### src/rtl/quad_gen.sv
// Quadrature encoder emulator: walks quadA/quadB toward a commanded 32-bit target, one edge per
// period_r clocks. Define QUAD_GEN_INDEX_EN to generate an index pulse every CPR counts.
module quad_gen #(
   parameter int unsigned PERIOD_W = 16,
   parameter int unsigned CPR      = 2048
) (
   input  logic                clk,
   input  logic                reset_n,
   input  logic                cmd_valid,
   output logic                cmd_ready,
   input  logic [31:0]         target,
   input  logic [PERIOD_W-1:0] period,
   input  logic                pos_load,
   input  logic [31:0]         pos_value,
   output logic                quadA,
   output logic                quadB,
   output logic [31:0]         position,
   output logic                busy,
   output logic                done,
   output logic                index
);

   localparam logic [PERIOD_W-1:0] PeriodOne = PERIOD_W'(1);

   typedef enum logic {StIdle, StMove} state_e;

   state_e              state_q, state_d;
   logic [PERIOD_W-1:0] tick_q, tick_d;
   logic [PERIOD_W-1:0] period_q, period_d;
   logic [31:0]         target_q, target_d;
   logic [31:0]         pos_q, pos_d;
   logic                a_q, a_d, b_q, b_d;
   logic                done_q, done_d;

   logic [31:0] diff;
   logic [31:0] pos_step;
   logic        step_up;
   logic        edge_en;

   assign diff     = target_q - pos_q;
   assign step_up  = ~diff[31];
   assign pos_step = step_up ? pos_q + 32'd1 : pos_q - 32'd1;

   always_comb begin
      state_d  = state_q;
      tick_d   = tick_q;
      period_d = period_q;
      target_d = target_q;
      pos_d    = pos_q;
      a_d      = a_q;
      b_d      = b_q;
      done_d   = 1'b0;
      edge_en  = 1'b0;
      if (pos_load) begin
         pos_d    = pos_value;
         target_d = pos_value;
         tick_d   = '0;
         state_d  = StIdle;
      end else if (cmd_valid) begin
         // Accepting a command restarts the edge timer, so no edge can fire on this clock.
         target_d = target;
         period_d = (period == '0) ? PeriodOne : period;
         tick_d   = '0;
         state_d  = (target == pos_q) ? StIdle : StMove;
      end else begin
         unique case (state_q)
            StIdle: begin
               tick_d = '0;
               if (diff != 32'd0) state_d = StMove;
            end
            StMove: begin
               if (tick_q == period_q - PeriodOne) begin
                  edge_en = 1'b1;
                  tick_d  = '0;
                  pos_d   = pos_step;
                  // Forward AB walk 00->10->11->01; reverse walks it backwards.
                  a_d     = step_up ? ~b_q : b_q;
                  b_d     = step_up ? a_q : ~a_q;
                  if (pos_step == target_q) begin
                     state_d = StIdle;
                     done_d  = 1'b1;
                  end
               end else begin
                  tick_d = tick_q + PeriodOne;
               end
            end
         endcase
      end
   end

   always_ff @(posedge clk) begin
      if (!reset_n) begin
         state_q  <= StIdle;
         tick_q   <= '0;
         period_q <= PeriodOne;
         target_q <= '0;
         pos_q    <= '0;
         a_q      <= 1'b0;
         b_q      <= 1'b0;
         done_q   <= 1'b0;
      end else begin
         state_q  <= state_d;
         tick_q   <= tick_d;
         period_q <= period_d;
         target_q <= target_d;
         pos_q    <= pos_d;
         a_q      <= a_d;
         b_q      <= b_d;
         done_q   <= done_d;
      end
   end

   assign cmd_ready = reset_n;
   assign quadA     = a_q;
   assign quadB     = b_q;
   assign position  = pos_q;
   assign busy      = (target_q != pos_q);
   assign done      = done_q;

`ifdef QUAD_GEN_INDEX_EN
   localparam int unsigned IdxW = (CPR > 1) ? $clog2(CPR) : 1;
   localparam logic [IdxW-1:0] IdxMax = IdxW'(CPR - 1);

   logic [IdxW-1:0] idx_cnt_q, idx_cnt_d;
   logic            index_q, index_d;

   always_comb begin
      idx_cnt_d = idx_cnt_q;
      if (pos_load) begin
         idx_cnt_d = '0;
      end else if (edge_en) begin
         if (step_up) idx_cnt_d = (idx_cnt_q == IdxMax) ? '0 : idx_cnt_q + IdxW'(1);
         else         idx_cnt_d = (idx_cnt_q == '0) ? IdxMax : idx_cnt_q - IdxW'(1);
      end
      index_d = (idx_cnt_d == '0) && !a_d && !b_d;
   end

   always_ff @(posedge clk) begin
      if (!reset_n) begin
         idx_cnt_q <= '0;
         index_q   <= 1'b1;
      end else begin
         idx_cnt_q <= idx_cnt_d;
         index_q   <= index_d;
      end
   end

   assign index = index_q;
`else
   assign index = 1'b0;
`endif

endmodule

### config.mk
export PLATFORM = sky130hd
export DESIGN_NAME = quad_gen
export DESIGN_NICKNAME = d
export VERILOG_FILES = /design/src/rtl/quad_gen.sv
export SDC_FILE = /design/constraint.sdc
export NUM_CORES = 1
export LEC_CHECK = 0
export ABC_AREA = 1
export BUFFER_PORTS_ARGS = -buffer_cell sky130_fd_sc_hd__buf_4
export CORE_AREA = 5 5 169 171
export DETAILED_ROUTE_END_ITERATION = 12
export DIE_AREA = 0 0 174 176
export PLACE_DENSITY_LB_ADDON = 0.12
export SYNTH_ARGS = -nofsm -noshare
export SYNTH_HDL_FRONTEND = slang
export SYNTH_SLANG_ARGS = --single-unit
### constraint.sdc
create_clock -name clk -period 5.5 [get_ports clk]
set_input_delay 1.1 -clock clk [delete_from_list [all_inputs] [get_ports clk]]
set_output_delay 1.1 -clock clk [all_outputs]
set_load 0.02 [all_outputs]
# Yosys cells after proc, flatten, opt, wreduce, memory -nomap -nowiden
# Index checks and enable logic that the tools add are counted.
# Widths: inputs -> output; s select.
[word_totals]
reg_bits = 100
in_bits = 84
word_cells = 55
out_inout_bits = 38
[op_classes]
add_sub_neg = 5
bitwise = 7
n_eq_ne = 5
reduce_logical = 11
mux = 19
[op_table]
columns = ["operator", "n"]
rows = [
  ["$mux 32", 7],
  ["$eq 32x32->1", 2],
  ["$add 32x1->32 const B", 1],
  ["$mux 16", 2],
  ["$ne 32x32->1", 1],
  ["$pmux 16 s2", 1],
  ["$reduce_bool 32->1", 1],
  ["$sub 32x1->32 const B", 1],
  ["$sub 32x32->32", 1],
  ["$add 16x1->16 const B", 1],
  ["$eq 16x16->1", 1],
  ["$logic_not 16->1", 1],
  ["$sub 16x1->16 const B", 1],
  ["$mux 1", 8],
  ["$not 1->1", 7],
  ["$reduce_bool 2->1", 3],
  ["$reduce_or 5->1", 1],
  ["$reduce_and 4->1", 1],
  ["$reduce_and 3->1", 1],
  ["$reduce_or 3->1", 1],
  ["$ne 2x1->1 const B", 1],
  ["$pmux 1 s2", 1],
  ["$reduce_and 2->1", 1],
  ["$reduce_or 2->1", 1],
]

# Logic depth before layout (Yosys ltp)
[depth]
word_depth = 7
mapped_depth = 36
depth_no_buf = 35

# Least setup slack after synthesis
# Ideal clock, no wire load.
[synth_timing]
path_kind = "register to register"
start = "register pos_q[2] (netlist: position[2])"
end = "register state_q"
setup_slack_ps = 1085
path_buffers = 1
arrival_time_ps = 4299
period_less_slack_ps = 4415
path_stages_with_launch = 36
required_time_ps = 5384
setup_time_ps = 116
cell_sequence = "dfxtp_1 > inv_1 > ha_1 > a21oi_1 > nand2_1 > nand2_1 > nand2_1 > nand2_1 > nand2_1 > nand2_1 > nand2_1 > nand2_1 > nand2_1 > inv_1 > ha_1 > clkbuf_2 > nand2_1 > nand2_1 > inv_1 > nand2_1 > nand2_1 > nand2_1 > nand2_1 > nand2_1 > nand2_1 > nand2_1 > nand2_1 > nand2_1 > nor2_1 > nand3_1 > nor2_1 > nand4_1 > nor2_1 > nand3_1 > nand2_1 > a21oi_1"
[synth_via]
elab_chain_len = 7
word_cells_on_any_way = 13
cone_classes = "add/sub: 3; eq/ne: 2; mux: 7; reduce/logical: 1"
[synth_rtl]
columns = ["element", "line_no", "text"]
rows = [
  ["start, declared", "31", "logic [31:0] pos_q, pos_d;"],
  ["start signal, assigned", "106", "pos_q <= pos_d;"],
  ["$sub 32x32->32 (tied with other cells)", "40", "assign diff = target_q - pos_q;"],
  ["$mux 32", "42", "assign pos_step = step_up ? pos_q + 32'd1 : pos_q - 32'd1;"],
  ["$eq 32x32->1", "79", "if (pos_step == target_q) begin"],
  ["$mux 1", "79", ""],
  ["$mux 1", "72", "if (tick_q == period_q - PeriodOne) begin"],
  ["$pmux 1 s2", "66", "unique case (state_q)"],
  ["$mux 1 (*)", "59", "end else if (cmd_valid) begin"],
  ["end signal, assigned", "93", "state_q <= StIdle;"],
  ["end signal, assigned", "102", "state_q <= state_d;"],
  ["end, declared", "27", "state_e state_q, state_d;"],
]
# Mark *: on every way between the ends. The rest lies on a longest branch, timed or not.
# A chain may end at the register's enable or synchronous reset.

# Final worst setup path
[layout_timing]
start = "register pos_q[10] (netlist: position[10])"
end = "register state_q"
# Same word-level chain as after synthesis.

==> results.md <==
* Drt total wl at 48,300 µm
* Max Clk Rate at 0.197 GHz
* Netlist cell types at 54
* Buf+Inv Stages, Crit Path at 5
* Design Power at 4.05 mW
* Cell-internal power at 1.90 mW
* Leakage power at 6.42 nW
* Clock root buffer: clkbuf_16
* Post-Layout Cell Count at 2,300
* Number of max-cap violations at 0
* Worst Setup Start Kind: register
* Row Count at 60
* Worst Hold End: tick_q[0]$_SDFF_PP0_
* Post-place instance area at 11,900 µm²
* Final Cell Area at 12,200 µm²
* Number of inserted diodes at 0
* R2r startpoint: position[10]$_SDFFE_PN0P_
* Clk_lat worst skew at 0.38 ns
* Max-slew violations at 0
* Layout Skew at 0.0171 ns
* Slew of the pin with the lowest slew margin at 1.09 ns
* Clock power share at 17.4%
* Initial core utilization at 39.5%
* Top-level I/O count at approximately 120
* Die width at ~170 µm
* Synthesis-stage register bit count at 100
* Reg2reg path depth at 32
* Switching Share at 53.0%
* Dpl ws at 0.147 ns
* Hold Slack at ~0.48 ns
* Kind of critical path: register to register
* Largest net degree at the start of global routing at 57
* Port buffer count at 120
* First DRT Iteration DRCs at between 1,000 and 1,500
* Num CTS Buffers at 9
* Global-route wire length before repair at ~70,000 µm
* Largest stage delay on the critical path at around 0.45 ns
* Hold path depth at 1
* Most frequent CP cell: nand2_1
* Crit path setup slack, layout at around 0.43 ns
* Psw at 2.14 mW
* Fillers at 2,990
* Vias in the first global route at ~12,000
* Tmin final at 5.07 ns
* Endpoints failing setup at 0
* Mapped Cells at 1,829
* Commonest non-fill, non-tap cell in the layout: nand2_1
* CP Capture Type: register
* Max IR drop VDD at 0.163 mV
* DRC at 0
* Placed insts at 2,284
* Synth Net Count at 1,979
* Via density at 5.40
* Commonest cells after routing, fill and taps aside: nand2_1 (590), inv_1 (292), nand3_1 (160)
* Worst hold path type: register to register
* Via count at 12,417
* Antenna Violating Nets Remaining at 0
* CTS sink cnt at 100
* Outcome: complete, no violations
* Core ar. at around 27,000 µm²
* Asr flop ratio synth at 0%
* DP HPWL at 39,900 µm
* Hold Startpoint: tick_q[0]$_SDFF_PP0_
* GR Overflow Total at 0
* Relative slew margins at a little over a quarter
* Critical path peak fanout at 31
* CTS tree: done
* Final Hold Vio Count at 0
* Power per cell area at between 300 and 400 nW/µm²
* Flop2flop setup slack at 0.43 ns
* Combinational power share at between 60 and 70%
* Syn_area_per_cell at 5.77 µm²
* Ys Warns at 0
* Tcrit/Tclk final at 92.2%
* Die ar. at roughly 30,000 µm²
* Setup TNS at 0 ns
* Reg power frac at 20.8%
* Primary FF master, synth: dfxtp_1
* Worst Path Arrival at 5.35 ns
* Die height at 176 µm
* Layout net count at about 2,100
* Worst path slowest cell: dfxtp_1
* RSZ-0062 raised after global routing: false
* Routability congestion estimate at 0.994
* Fin util at between 40% and 50%
* Clock buffer depth at 2
* Required time worst endpoint at 5.78 ns
* Initial antenna violation count at 1
* Hold buffers post-CTS at 0
* H-tree levels at 3
* Clock-pin transition on the worst setup and hold timing paths at ~0.10 ns
* WL/cell at about 21 µm
* Critical register-to-register path endpoint: state_q$_SDFF_PP0_
* Initial DRT Pass Iterations at 5
* Layout cells sized above 1 at 10.8%
* Post-synthesis cell area at 10,600 µm²
* Post-synth EDFFs at 0
* Seq/Total Area, Yosys at a little under a fifth
* Area delta synth->final at 16.0%
* Tot GR Track Use at 30.7%
* CP top delay family: simple AND/OR/NAND/NOR gates
area by class of cell:
type                    instances  area [µm²]  share of cell area, %
clock buffers                   9         225                   1.84
clock inverters                 7        67.6                  0.552
inverters                     294        1100                   9.02
multi-input cells            1399        7270                   59.4
flip-flops and latches        100        2010                   16.4
well taps                     341         427                   3.49
repair buffers                150        1140                   9.30
repair_timing:
action                     in CTS  in global routing
buffers inserted                0                  0
setup endpoints to repair       0                  2
gates resized for setup         0                  6
flip-flops by register name (all words and copies together), names as in the netlist:
signal / cells
period_q: 16
state_q: 1
quadA: 1
quadB: 1
position: 32
target_q: 32
done: 1
tick_q: 16
cells in the mapped netlist (11+ instances only):
master | n | area (µm²)
nand2_1 | 591 | 2220
inv_1 | 292 | 1100
nand3_1 | 160 | 801
nor2_1 | 159 | 597
a21oi_1 | 100 | 500
dfxtp_1 | 100 | 2000
ha_1 | 64 | 801
o21ai_0 | 51 | 255
nand4_1 | 40 | 250
xnor2_1 | 39 | 342
xor2_1 | 31 | 272
nor3_1 | 26 | 130
clkbuf_1 | 19 | 71.3
o211ai_1 | 17 | 128
nand3b_1 | 11 | 82.6
o21ai_1 | 11 | 55.1
how the worst max path moves through the flow:
stage | cells after the start | from | slack (ns) | endpoint
after floorplan | 35 | position[2]$_SDFFE_PN0P_ | 1.09 | state_q$_SDFF_PP0_
final | 32 | position[10]$_SDFFE_PN0P_ | 0.43 | state_q$_SDFF_PP0_
after global placement | 31 | position[1]$_SDFFE_PN0P_ | 0.17 | done$_SDFF_PP0_
after CTS | 31 | position[1]$_SDFFE_PN0P_ | 0.11 | done$_SDFF_PP0_
after detailed placement | 31 | position[1]$_SDFFE_PN0P_ | 0.15 | done$_SDFF_PP0_
after global routing | 31 | position[10]$_SDFFE_PN0P_ | 0.03 | done$_SDFF_PP0_
worst register-to-register path: cells and delay by family, from the launching register on:
kind	cells	cell delay (ns)
buffers and inverters	5	0.56
DFF	1	0.45
AOI/OAI and AO/OA	1	0.06
adders and majority gates	2	0.87
and+or+nand+nor	24	3.02
cells by family after synthesis:
logic type | Yosys count | share of synthesized area (%)
AO/OA/AOI/OAI | 230 | 12.8
adder cells (fa/ha/maj) | 66 | 7.97
XOR/XNOR | 71 | 6.02
flip-flops | 100 | 19.0
other | 1 | 0.0355
AND/OR/NAND/NOR | 1031 | 41.9
buffers and inverters | 330 | 12.2
power groups by stage:
stage / clock network, mW / registers, mW / logic [mW]
2_1_floorplan: 0 / 0.865 / 1.62
3_3_place_gp: 0 / 0.852 / 2.46
3_5_place_dp: 0 / 0.853 / 2.44
4_1_cts: 0.714 / 0.836 / 2.45
5_1_grt: 0.741 / 0.844 / 2.77
6_report: 0.704 / 0.840 / 2.50
metal layers:
metal  share of wire [%]  vias up  GRT usage [%]
met5               0.033        -              0
met4                 3.2        2           10.0
met3                 8.8       84           7.00
met2                  44      481           49.6
met1                  44     5720           40.6
li1                    -     6130              -
Note: power is estimated with default switching activity, not from simulation.
